File: src/rtl/btn_pkg.sv
// Shared definitions for the push-button conditioner: channel state encodings,
// default timing constants and the counter-width helper.
package btn_pkg;

  typedef enum logic [1:0] {
    ST_IDLE      = 2'd0,
    ST_ARMING    = 2'd1,
    ST_HELD      = 2'd2,
    ST_DISARMING = 2'd3
  } ch_state_e;

  localparam int DEF_DEBOUNCE_CYCLES = 16;
  localparam int DEF_HOLD_CYCLES     = 50000000;
  localparam int DEF_REPEAT_CYCLES   = 10000000;

  // Bits needed to hold values 0..n (never less than 1).
  function automatic int cnt_width(input int n);
    return (n < 1) ? 1 : $clog2(n + 1);
  endfunction

endpackage

File: src/rtl/btn_channel.sv
// One button channel: synchroniser, debounce counter, FSM, press/release pulses,
// toggle latch and (with BTN_HOLD_REPEAT_EN defined) hold auto-repeat.
module btn_channel
  import btn_pkg::*;
#(
  parameter int SYNC_STAGES     = 2,
  parameter int DEBOUNCE_CYCLES = DEF_DEBOUNCE_CYCLES,
  parameter int HOLD_CYCLES     = DEF_HOLD_CYCLES,
  parameter int REPEAT_CYCLES   = DEF_REPEAT_CYCLES
) (
  input  logic clk,
  input  logic rst,
  input  logic button,
  output logic level,
  output logic press,
  output logic release_pulse,
  output logic toggle
);

  localparam int CW = cnt_width(DEBOUNCE_CYCLES);
  localparam logic [CW-1:0] DB_LAST = CW'(DEBOUNCE_CYCLES - 1);

  logic [SYNC_STAGES-1:0] sync_q;
  logic                   s;
  logic [CW-1:0]          cnt, cnt_nxt;
  ch_state_e              state, state_nxt;
  logic                   accept;
  logic                   rep_pulse;

  assign s      = sync_q[SYNC_STAGES-1];
  assign accept = (s != level) && (cnt == DB_LAST);

  always_ff @(posedge clk or negedge rst) begin
    if (!rst) sync_q <= '0;
    else      sync_q <= {sync_q[SYNC_STAGES-2:0], button};
  end

  always_comb begin
    cnt_nxt   = cnt;
    state_nxt = state;
    // Any agreeing sample, or an accepted change, restarts the count.
    if (s == level || accept) cnt_nxt = '0;
    else                      cnt_nxt = cnt + 1'b1;
    case (state)
      ST_IDLE:      if (s) state_nxt = accept ? ST_HELD : ST_ARMING;
      ST_ARMING:    if (!s) state_nxt = ST_IDLE;
                    else if (accept) state_nxt = ST_HELD;
      ST_HELD:      if (!s) state_nxt = accept ? ST_IDLE : ST_DISARMING;
      ST_DISARMING: if (s) state_nxt = ST_HELD;
                    else if (accept) state_nxt = ST_IDLE;
      default:      state_nxt = ST_IDLE;
    endcase
  end

  always_ff @(posedge clk or negedge rst) begin
    if (!rst) begin
      cnt           <= '0;
      state         <= ST_IDLE;
      level         <= 1'b0;
      press         <= 1'b0;
      release_pulse <= 1'b0;
      toggle        <= 1'b0;
    end else begin
      cnt           <= cnt_nxt;
      state         <= state_nxt;
      if (accept) level <= s;
      press         <= (accept & s) | rep_pulse;
      release_pulse <= accept & ~s;
      if (accept & s) toggle <= ~toggle;
    end
  end

`ifdef BTN_HOLD_REPEAT_EN
  localparam int HMAX = (HOLD_CYCLES > REPEAT_CYCLES) ? HOLD_CYCLES : REPEAT_CYCLES;
  localparam int HW   = cnt_width(HMAX);
  localparam logic [HW-1:0] HOLD_LAST = HW'(HOLD_CYCLES - 1);
  localparam logic [HW-1:0] REP_LAST  = HW'(REPEAT_CYCLES - 1);

  logic [HW-1:0] hold_cnt;
  logic          rep_phase;

  // First period is HOLD_CYCLES after the accepted press, then REPEAT_CYCLES each.
  assign rep_pulse = level && !accept &&
                     (hold_cnt == (rep_phase ? REP_LAST : HOLD_LAST));

  always_ff @(posedge clk or negedge rst) begin
    if (!rst) begin
      hold_cnt  <= '0;
      rep_phase <= 1'b0;
    end else if (!level || accept) begin
      hold_cnt  <= '0;
      rep_phase <= 1'b0;
    end else if (rep_pulse) begin
      hold_cnt  <= '0;
      rep_phase <= 1'b1;
    end else begin
      hold_cnt  <= hold_cnt + 1'b1;
    end
  end
`else
  localparam int unused_hold_cfg = HOLD_CYCLES + REPEAT_CYCLES;
  assign rep_pulse = 1'b0;
`endif

endmodule

File: src/rtl/btn_conditioner.sv
// Multi-channel push-button conditioner; one btn_channel per button.
// Optional hold auto-repeat is built when BTN_HOLD_REPEAT_EN is defined.
// The release output is named release_pulse because release is a reserved word.
module btn_conditioner
  import btn_pkg::*;
#(
  parameter int CHANNELS        = 4,
  parameter int SYNC_STAGES     = 2,
  parameter int DEBOUNCE_CYCLES = DEF_DEBOUNCE_CYCLES,
  parameter int HOLD_CYCLES     = DEF_HOLD_CYCLES,
  parameter int REPEAT_CYCLES   = DEF_REPEAT_CYCLES
) (
  input  logic                clk,
  input  logic                rst,
  input  logic [CHANNELS-1:0] button,
  output logic [CHANNELS-1:0] level,
  output logic [CHANNELS-1:0] press,
  output logic [CHANNELS-1:0] release_pulse,
  output logic [CHANNELS-1:0] toggle
);

  for (genvar i = 0; i < CHANNELS; i++) begin : g_ch
    btn_channel #(
      .SYNC_STAGES    (SYNC_STAGES),
      .DEBOUNCE_CYCLES(DEBOUNCE_CYCLES),
      .HOLD_CYCLES    (HOLD_CYCLES),
      .REPEAT_CYCLES  (REPEAT_CYCLES)
    ) u_ch (
      .clk          (clk),
      .rst          (rst),
      .button       (button[i]),
      .level        (level[i]),
      .press        (press[i]),
      .release_pulse(release_pulse[i]),
      .toggle       (toggle[i])
    );
  end

endmodule

File: config.mk
export PLATFORM = sky130hd
export DESIGN_NAME = btn_conditioner
export DESIGN_NICKNAME = d
export VERILOG_FILES = /design/src/rtl/btn_pkg.sv /design/src/rtl/btn_channel.sv /design/src/rtl/btn_conditioner.sv
export SDC_FILE = /design/constraint.sdc
export NUM_CORES = 1
export LEC_CHECK = 0
export BUFFER_PORTS_ARGS = -buffer_cell sky130_fd_sc_hd__clkbuf_2
export CELL_PAD_IN_SITES_DETAIL_PLACEMENT = 0
export CELL_PAD_IN_SITES_GLOBAL_PLACEMENT = 1
export CORE_MARGIN = 5
export CORE_UTILIZATION = 32
export DETAILED_ROUTE_END_ITERATION = 8
export PLACE_DENSITY_LB_ADDON = 0.1
export SETUP_SLACK_MARGIN = 0.4
export SYNTH_ARGS = -nofsm -noshare
export SYNTH_HDL_FRONTEND = slang
export SYNTH_SLANG_ARGS = --single-unit
File: constraint.sdc
create_clock -name clk -period 2 [get_ports clk]
set_input_delay 0.4 -clock clk [delete_from_list [all_inputs] [get_ports clk]]
set_output_delay 0.4 -clock clk [all_outputs]
set_load 0.01 [all_outputs]
Yosys cells after proc, flatten, opt, wreduce, memory -nomap -nowiden
Index checks and enable logic that the tools add are counted.
{ "word_totals": {"elab_cells": 68, "romBits": 0, "latchBits": 0, "register_bits": 44, "mem_count": 0, "inputBits": 6, "mem_bits_rw": 0, "out_inout_bits": 16} }
{ "op_classes": {"n_bitwise": 16, "n_mul": 0, "order_cmp": 0, "n_eq_ne": 12, "shift": 0, "div": 0, "n_reduce_logical": 8, "add_sub_neg": 4, "muxes": 4} }
{ "op_table": {"columns": ["operator", "count"], "rows": [
  ["$add 5x1->5 const B", 4],
  ["$eq 5x4->1 const B", 4],
  ["$mux 5", 4],
  ["$and 1x1->1", 8],
  ["$not 1->1", 8],
  ["$eq 1x1->1", 4],
  ["$logic_and 1x1->1", 4],
  ["$logic_or 1x1->1", 4],
  ["$ne 1x1->1", 4]
]} }

Longest topological paths before layout
Gate-level depths: netlist (run 1).
{ "logic_depth": {"ltp_word": 4, "depth_mapped": 5, "mapped_depth_nobuf": 5} }

Hierarchy
From an unflattened synthesis (run 1), not the netlist that was laid out.
{ "unflattened": {"hier_cells": 132, "area_unflattened_um2": 1716.6} }
{ "modules_own_cells": {"columns": ["module", "cells_each", "seq_area_each_um2", "area_per_inst_um2", "n_inst"], "rows": [
  ["btn_channel", 33, 275.3, 429.2, 4]
]} }

Least setup slack after synthesis (run 1)
OpenSTA, ideal clock, no wires.
{ "synth_timing": {"kind": "reg-to-reg", "startpoint": "register g_ch[2].u_ch.cnt[0]", "endpoint": "register g_ch[2].u_ch.toggle", "arrival_time_ns": 1.304, "n_path_buf": 0, "slack_ns": 0.572, "setup_time_ns": 0.123, "period_less_slack_ns": 1.428, "stages_incl_launch_ff": 6, "cell_sequence": "dfrtp_1 > ha_1 > and3_1 > ha_1 > and3b_1 > xor2_1"} }
{ "synth_between": {"elab_chain_len": 3} }
{ "synth_rtl": {"columns": ["item", "line", "text"], "rows": [
  ["start: declaration", "btn_channel.sv:25", "logic [CW-1:0] cnt, cnt_nxt;"],
  ["start signal: assignment", "btn_channel.sv:64", "cnt <= cnt_nxt;"],
  ["$eq 5x4->1", "btn_channel.sv:31", "assign accept = (s != level) && (cnt == DB_LAST);"],
  ["$logic_and 1x1->1", "btn_channel.sv:31", null],
  ["$and 1x1->1", "btn_channel.sv:69", "if (accept & s) toggle <= ~toggle;"],
  ["end signal: assignment", "btn_channel.sv:69", null],
  ["end: declaration", "btn_channel.sv:17", "output logic toggle"]
]} }
Every way passes these cells.
A chain may end at the register's enable or synchronous reset.

Worst setup path after layout (run 1)
Same ends and word-level chain as after synthesis.

==> qor.yml, run 1 <==
hold_class: "in -> async"
ys_seq_area_share_pct: 59.26
crit_arrival_ns: 1.70
pin_count: 22
worstPathCellList: "ha_1, and3_1, ha_1, and3b_1, xor2_1"
h-tree-depth: 2
vias: 1029
cp_max_fo: 4
antenna_found_initial: 0
rsz0062_at_grt: "false"
drive_gt1_share_pct: 23.75
cp_data_required_time_ns: 2.18
critPathMaxStageDelay_ns: 0.42
drtAntennaViolNets: 0
drc: 0
diodes: 0
start_util_pct: 33.33
grt_pass1_vias: 1060
r2r_end: "g_ch[2].u_ch.toggle"
fmax_mhz: 658.2
core_area_sq_mm: 0.005574
synthCells: 145
dpl.hpwl_mm: 2.016
critPathCaptureType: "register"
synth.area.top_cells: "dfrtp_1 (59%), ha_1 (8.1%), buf_4 (6.5%)"
dr_wl_met2_mm: 1.327
finalPower_mw: 1.741
synth.most_common_cell: "dfrtp_1"
wl_per_cell_microns: 11.94
r2r_slack_ns: 0.48
die_y_microns: 86.20
fin_skew_ns: 0.005751
async_flop_share_pct: 100.0
yosys.cell_types.count: 19
grt_max_degree: 25
tns_ns: 0
gp_congestion: 0.7047
final_hold_viol_count: 0
clkTransAtPathRegs_ns: 0.08
yosys_warnings: 0
die_area_sq_mm: 0.007430
cts-root-buf: "clkbuf_8"
timing.rr.start: "g_ch[2].u_ch.cnt[0]"
grt_pass1_wl_mm: 4.843
clk_latency_ns: 0.29
dr.pass1.iters: 4
synth_commonest_cells: "dfrtp_1 (44), buf_4 (16), ha_1 (12), nor3_1 (12), xnor2_1 (11)"
synth.avg_cell_area_sq_um: 12.81
nets: 177
period_minus_slack_ns: 1.519
cts_buffers: 5
vias_per_cell: 4.435
grt_usage_pct: 8.380
synth-seq-cells: 44
overflow: 0
clk_path_buf_depth: 2
cts_tree: "built"
start_kind: "register"
maxCapViolCount: 0
worst_pin_slew_ns: 0.5499
wl_met3_microns: 152
area_delta_synth_final_pct: 13.27
cts_num_sinks: 44
yosysTopAreaCell: "dfrtp_1"
maxSlewHeadroom_pct: 63.08
met1_length_mm: 1.228
highest_layer: "met4"
pwr_density_cell_mw_per_mm2: 827.3
synthFlopType: "dfrtp_1"
setup_violations: 0
whs_ns: 0.08164
crit_top_cell: "ha_1"
synth-edff-count: 0
drv_slew: 0
synth_nets: 163
ir_drop_v: 0.0003691
syn-cell-area_sq_mm: 0.001858
drt_wl_total_mm: 2.769
r2r_cells: 5
critPathSlowestCell: "dfrtp_1"
core.rowCount: 27
fp.dieW_microns: 86.20
portBuffers: 21
status: "complete, no violations"
period_share_pct: 75.96
first_iter_violations: 36
netlist.area_leader.share_pct: 59.26
path_class: "reg -> reg"
leakagePower_nw: 1.002
stage by stage:
| step | instance area, sq um | setup slack (ns) | util, % | std cells |
|---|---|---|---|---|
| 6_report | 2105 | 0.4808 | 37.76 | 232 |
| 5_1_grt | 2105 | 0.3896 | 37.76 | 232 |
| 4_1_cts | 2079 | 0.4413 | 37.31 | 231 |
| 3_5_place_dp | 1953 | 0.4903 | 35.04 | 223 |
| 3_3_place_gp | 1953 | 0.5364 | 35.04 | 223 |
| 2_1_floorplan | 1858 | 0.5724 | - | 145 |
layout by cell type (no fill, tap or decap):
cell type  Yosys  routed
dfrtp_1       44      44
clkbuf_2       0      21
nor3_1        12      12
xnor2_1       11      11
inv_1         10      10
ha_1          12       9
nor3b_1        7       7
clkbuf_8       0       7
a21oi_1        4       4
and4_1         4       4
o21bai_1       4       4
and3_1         4       4
nor4_2         3       3
nand3b_1       3       3
nand2_1        3       3
o21ai_0        3       3
and3b_1        2       2
ha_2           0       2
nor4_1         1       1
xor2_1         1       1
mux2_2         1       1
ha_4           0       1
bufinv_16      0       1
buf_12         0       1
buf_4         16       1
state kept, by name (all words and copies together) (netlist names):
register / cells
g_ch.u_ch.release_pulse: 4
g_ch.u_ch.press: 4
g_ch.u_ch.sync_q: 8
g_ch.u_ch.level: 4
g_ch.u_ch.toggle: 4
g_ch.u_ch.cnt: 20
how the worst max path moves through the flow:
stage / from / endpoint / slack [ns] / cells past startpoint
2_1_floorplan: g_ch[2].u_ch.cnt[0] / g_ch[2].u_ch.toggle / 0.57 / 5
3_3_place_gp: g_ch[2].u_ch.cnt[0] / g_ch[2].u_ch.toggle / 0.54 / 5
3_5_place_dp: g_ch[3].u_ch.cnt[0] / g_ch[3].u_ch.cnt[3] / 0.49 / 5
4_1_cts: g_ch[2].u_ch.cnt[0] / g_ch[2].u_ch.cnt[3] / 0.44 / 5
5_1_grt: g_ch[3].u_ch.cnt[0] / g_ch[3].u_ch.cnt[3] / 0.39 / 5
6_report: g_ch[2].u_ch.cnt[0] / g_ch[2].u_ch.toggle / 0.48 / 5
routing by layer:
layer | GRT usage (%) | vias to the layer above
li1 | - | 502
met1 | 10.41 | 499
met2 | 13.10 | 21
met3 | 2.662 | 7
met4 | 4.249 | 0
met5 | 0 | -
repair_timing:
item / 4_1_cts / 5_1_grt
gates resized for setup: 0 / 4
hold buffers: 0 / 0
setup buffers: 0 / 1
endpoints found under the setup margin: 0 / 2
report_power, final:
group | leakage, nW | internal (mW) | switching (mW) | total [mW]
clock | 0.0645 | 0.440 | 0.284 | 0.724
sequential | 0.586 | 0.916 | 0.0239 | 0.940
combinational | 0.352 | 0.0351 | 0.0413 | 0.0765
cell type report:
cell class              instances  area, sq um
multi-input cells              75        616.8
flip-flops and latches         44         1101
well taps                      72        90.09
fillers                       541         3470
clock inverters                 1        30.03
repair buffers                 23        132.6
clock buffers                   7        96.34
inverters                      10        37.54
cells by family (layout without fill, tap and decap cells):
group	Yosys count	in the layout	synth area share, %
fa+ha+maj	12	12	8.081
buf+inv	26	41	8.485
simple gates	39	39	14.41
xor+xnor	12	12	5.657
compound gates	11	11	3.502
flops	44	44	59.26
mux	1	1	0.6060
critical path: cells and delay by family (launching register included):
kind          cells  cell delay, ns
fa+ha+maj         2            0.44
flops             1            0.42
simple gates      2            0.42
xor+xnor          1            0.14
No activity file was read; power rests on OpenSTA's default activity.
==> inputs of run 2 (changes only) <==
clock period = 1.4 ns   (was 2 ns; I/O delays follow)
==> qor.yml, run 2 (synthesized netlist as in run 1, its figures left out) <==
grt_usage_pct: 9.846
drtAntennaViolNets: 0
path_buf_inv: 0
first_iter_violations: 15
grt_pass1_wl_mm: 5.844
h-tree-depth: 2
critPathCaptureType: "register"
final_common_cell: "dfrtp_1"
fmax_mhz: 725.6
critPathSlowestCell: "dfrtp_1"
start_kind: "register"
top_register: "g_ch.u_ch.cnt"
crit_arrival_ns: 1.56
pwr_density_cell_mw_per_mm2: 948.0
mostFrequentLayoutCells: "dfrtp_1 (43), buf_4 (34), buf_2 (14)"
worst_pin_slew_ns: 0.5012
vias_per_cell: 4.489
gp_congestion: 0.6792
cts_num_sinks: 44
drc: 0
violations: "hold timing"
overflow: 0
worstPathCellList: "ha_2, and3_4, ha_4, and3b_1, xor2_1"
dp.cells: 229
drv_slew: 0
setup_violations: 0
maxCapViolCount: 0
cp_data_required_time_ns: 1.58
antenna_found_initial: 0
final_hold_viol_count: 15
status: "complete, but fails checks"
grt_max_degree: 30
portBuffers: 21
drt_wl_total_mm: 3.389
maxSlewHeadroom_pct: 66.42
die_y_microns: 86.20
leakagePower_nw: 1.219
largest_reg_flops: 20
cts-root-buf: "clkbuf_8"
wl_per_cell_microns: 12.74
place_area_sq_mm: 0.002178
fp.dieW_microns: 86.20
largestRegisters: "g_ch.u_ch.cnt (20), g_ch.u_ch.sync_q (8)"
path_class: "reg -> reg"
finalPower_mw: 2.519
hold_class: "in -> async"
rsz0062_at_grt: "true"
period_share_pct: 98.44
grt_pass1_vias: 1259
stdcell_count: 266
fin_skew_ns: 0.004781
period_minus_slack_ns: 1.378
clk_path_buf_depth: 2
tns_ns: 0
timing.final.ws_setup_ns: 0.02187
final_util_pct: 47.68
cts_tree: "built"
drive_gt1_share_pct: 57.73
pin_count: 22
dpl.hpwl_mm: 2.170
vias: 1194
cts_buffers: 5
clk_latency_ns: 0.29
core.rowCount: 27
pre_cts_ws_ns: -0.01942
ir_drop_v: 0.0005484
whs_ns: -0.08084
dr.pass1.iters: 4
start_util_pct: 33.33
cp_top_family: "flip-flops"
r2r_slack_ns: 0.02
core_area_sq_mm: 0.005574
clkTransAtPathRegs_ns: 0.08
area_delta_synth_final_pct: 43.03
fin_area_sq_mm: 0.002658
nets: 211
nFillCells: 509
die_area_sq_mm: 0.007430
cp_max_fo: 3
critPathMaxStageDelay_ns: 0.40
diodes: 0
[run 2: final cells by class]
class,instances,area (sq um),share of cell area (%)
inverters,10,37.54,1.412
well taps,72,90.09,3.390
clock buffers,5,68.82,2.589
clock inverters,3,42.54,1.601
flip-flops and latches,44,1102,41.48
multi-input cells,75,912.1,34.32
repair buffers,57,404.1,15.21
[run 2: what timing repair did]
| action | CTS | global route |
|---|---|---|
| setup endpoints to repair | 52 | 52 |
| endpoints found under the hold margin | 15 | 15 |
| buffers inserted | 18 | 11 |
| resized for setup | 6 | 36 |
| pin swaps | 8 | 2 |
| gates cloned | 0 | 0 |
[run 2: final timing paths]
| path | startpoint | depth (start not counted) | to |
|---|---|---|---|
| setup / recovery | g_ch[2].u_ch.cnt[0] | 5 | g_ch[2].u_ch.toggle |
| hold / removal | rst | 1 | g_ch[0].u_ch.release_pulse |
| setup reg to reg | g_ch[2].u_ch.cnt[0] | 5 | g_ch[2].u_ch.toggle |
| hold reg to reg | g_ch[1].u_ch.sync_q[0] | 0 | g_ch[1].u_ch.sync_q[1] |
| max in group asynchronous | rst | 2 | g_ch[3].u_ch.cnt[0] |
| min in group clk | button[0] | 1 | g_ch[0].u_ch.sync_q[0] |
[run 2: where the power goes]
group | switching [mW] | total [mW] | leakage, nW | internal [mW]
sequential | 0.0322 | 1.34 | 0.584 | 1.31
clock | 0.432 | 0.960 | 0.0541 | 0.528
combinational | 0.0965 | 0.218 | 0.581 | 0.122
total | 0.561 | 2.52 | 1.22 | 1.96
[run 2: worst reg2reg max path, stage by stage, from the launching register on]
cell and delay (ns):
dfrtp_1 0.40, ha_2 0.20, and3_4 0.20, ha_4 0.16, and3b_1 0.18, xor2_1 0.14
[run 2: layer usage]
metal	share of wire (%)	track usage, %
met1	43	12.58
met2	50	15.56
met3	5.1	3.422
met4	1.5	3.399
met5	0	0
==> inputs of run 3 (changes only) <==
CORE_UTILIZATION = 46   (was 32)
==> qor.yml, run 3 (synthesized netlist as in run 1, its figures left out) <==
rsz0062_at_grt: "true"
start_kind: "register"
leakagePower_nw: 1.224
clkTransAtPathRegs_ns: 0.08
clk_path_buf_depth: 2
period_minus_slack_ns: 1.370
fin_skew_ns: 0.006775
fp.dieW_microns: 73.56
vias_per_cell: 4.811
drt_wl_total_mm: 3.228
pwr_density_cell_mw_per_mm2: 949.5
grt_usage_pct: 13.33
multi_input_area_sq_um: 868.3
final_hold_viol_count: 0
maxSlewHeadroom_pct: 74.76
cts_num_sinks: 44
gp_congestion: 0.7163
cts_tree: "built"
drtAntennaViolNets: 0
clk_latency_ns: 0.29
diodes: 0
h-tree-depth: 2
drc: 0
hold_class: "in -> reg"
min-delay-start: "button[3]"
ir_drop_v: 0.0005232
critPathSlowestCell: "dfrtp_1"
worst_pin_slew_ns: 0.3767
dpl.hpwl_mm: 2.029
grt_pass1_wl_mm: 5.471
grt_max_degree: 27
core.rowCount: 23
cts_buffers: 5
start_util_pct: 46.79
final_common_cell: "dfrtp_1"
antenna_found_initial: 0
dr_wl_met2_mm: 1.759
grt_pass1_vias: 1261
period_share_pct: 97.86
crit_arrival_ns: 1.55
pin_count: 22
mostFrequentLayoutCells: "dfrtp_1 (43), buf_4 (27), buf_2 (15)"
die_area_sq_mm: 0.005410
nFillCells: 308
die_y_microns: 73.56
status: "complete, no violations"
cp_max_fo: 3
path_buf_inv: 0
largest_reg_flops: 20
wl_met3_microns: 170
vias: 1174
largestRegisters: "g_ch.u_ch.cnt (20), g_ch.u_ch.sync_q (8)"
nets: 211
cp_data_required_time_ns: 1.58
cts-root-buf: "clkbuf_8"
fmax_mhz: 729.9
setup_violations: 0
maxCapViolCount: 0
met1_length_mm: 1.242
startpoint: "g_ch[2].u_ch.cnt[0]"
seq_area_sq_mm: 0.001102
final_util_pct: 65.50
critPathMaxStageDelay_ns: 0.40
drv_slew: 0
wl_per_cell_microns: 13.23
dr.pass1.iters: 4
critPathCaptureType: "register"
cp_top_family: "flip-flops"
worstPathCellList: "ha_2, and3_4, ha_4, and3b_1, xor2_1"
drive_gt1_share_pct: 54.64
path_class: "reg -> reg"
tns_ns: 0
area_delta_synth_final_pct: 40.00
top_register: "g_ch.u_ch.cnt"
timing.rr.start: "g_ch[2].u_ch.cnt[0]"
portBuffers: 21
first_iter_violations: 40
core_area_sq_mm: 0.003971
finalPower_mw: 2.470
overflow: 0
highest_layer: "met4"
[run 3: what timing repair did]
item,in CTS,in global routing
gates resized for setup,5,34
hold endpoints to repair,18,0
hold buffers,1,0
pin swaps,9,5
cloned,0,0
setup endpoints to repair,52,52
setup buffers,20,6
[run 3: routing by layer]
layer,GRT usage (%),vias up
met1,14.67,569
met5,0,-
li1,-,577
met4,5.433,0
met3,4.104,8
met2,23.62,20
[run 3: worst paths after layout]
| kind | end | slack, ns | cells after the start |
|---|---|---|---|
| worst max-delay path | g_ch[2].u_ch.toggle | 0.03 | 5 |
| max in group asynchronous | g_ch[0].u_ch.level | 0.62 | 3 |
| worst min-delay path | g_ch[3].u_ch.sync_q[0] | 0.09 | 1 |
| worst max register to register | g_ch[2].u_ch.toggle | 0.03 | 5 |
| min in group asynchronous | g_ch[2].u_ch.cnt[0] | 0.49 | 3 |
| worst min register to register | g_ch[3].u_ch.sync_q[1] | 0.35 | 0 |
[run 3: through the flow]
stage	worst slack (ns)	hold slack (ns)	instances	instance area [sq um]
6_report	0.02993	0.08594	244	2601
5_1_grt	-0.03520	0.07536	244	2601
4_1_cts	0.03554	0.07736	238	2452
3_5_place_dp	0.01804	0.2806	209	2153
3_3_place_gp	0.04783	0.2719	209	2153
2_1_floorplan	0.08037	-0.01559	145	2038
[run 3: layout make-up]
cell class / count / area share (%)
Inverter: 10 / 1.443
Clock buffer: 6 / 2.790
Tap cell: 50 / 2.405
Clock inverter: 2 / 1.347
Timing Repair Buffer: 57 / 16.26
Multi-Input combinational cell: 75 / 33.38
Sequential cell: 44 / 42.38
[run 3: where the power goes]
part | leakage (nW) | internal [mW] | switching (mW)
logic | 0.584 | 0.107 | 0.0868
registers | 0.584 | 1.31 | 0.0330
clock network | 0.0552 | 0.529 | 0.405
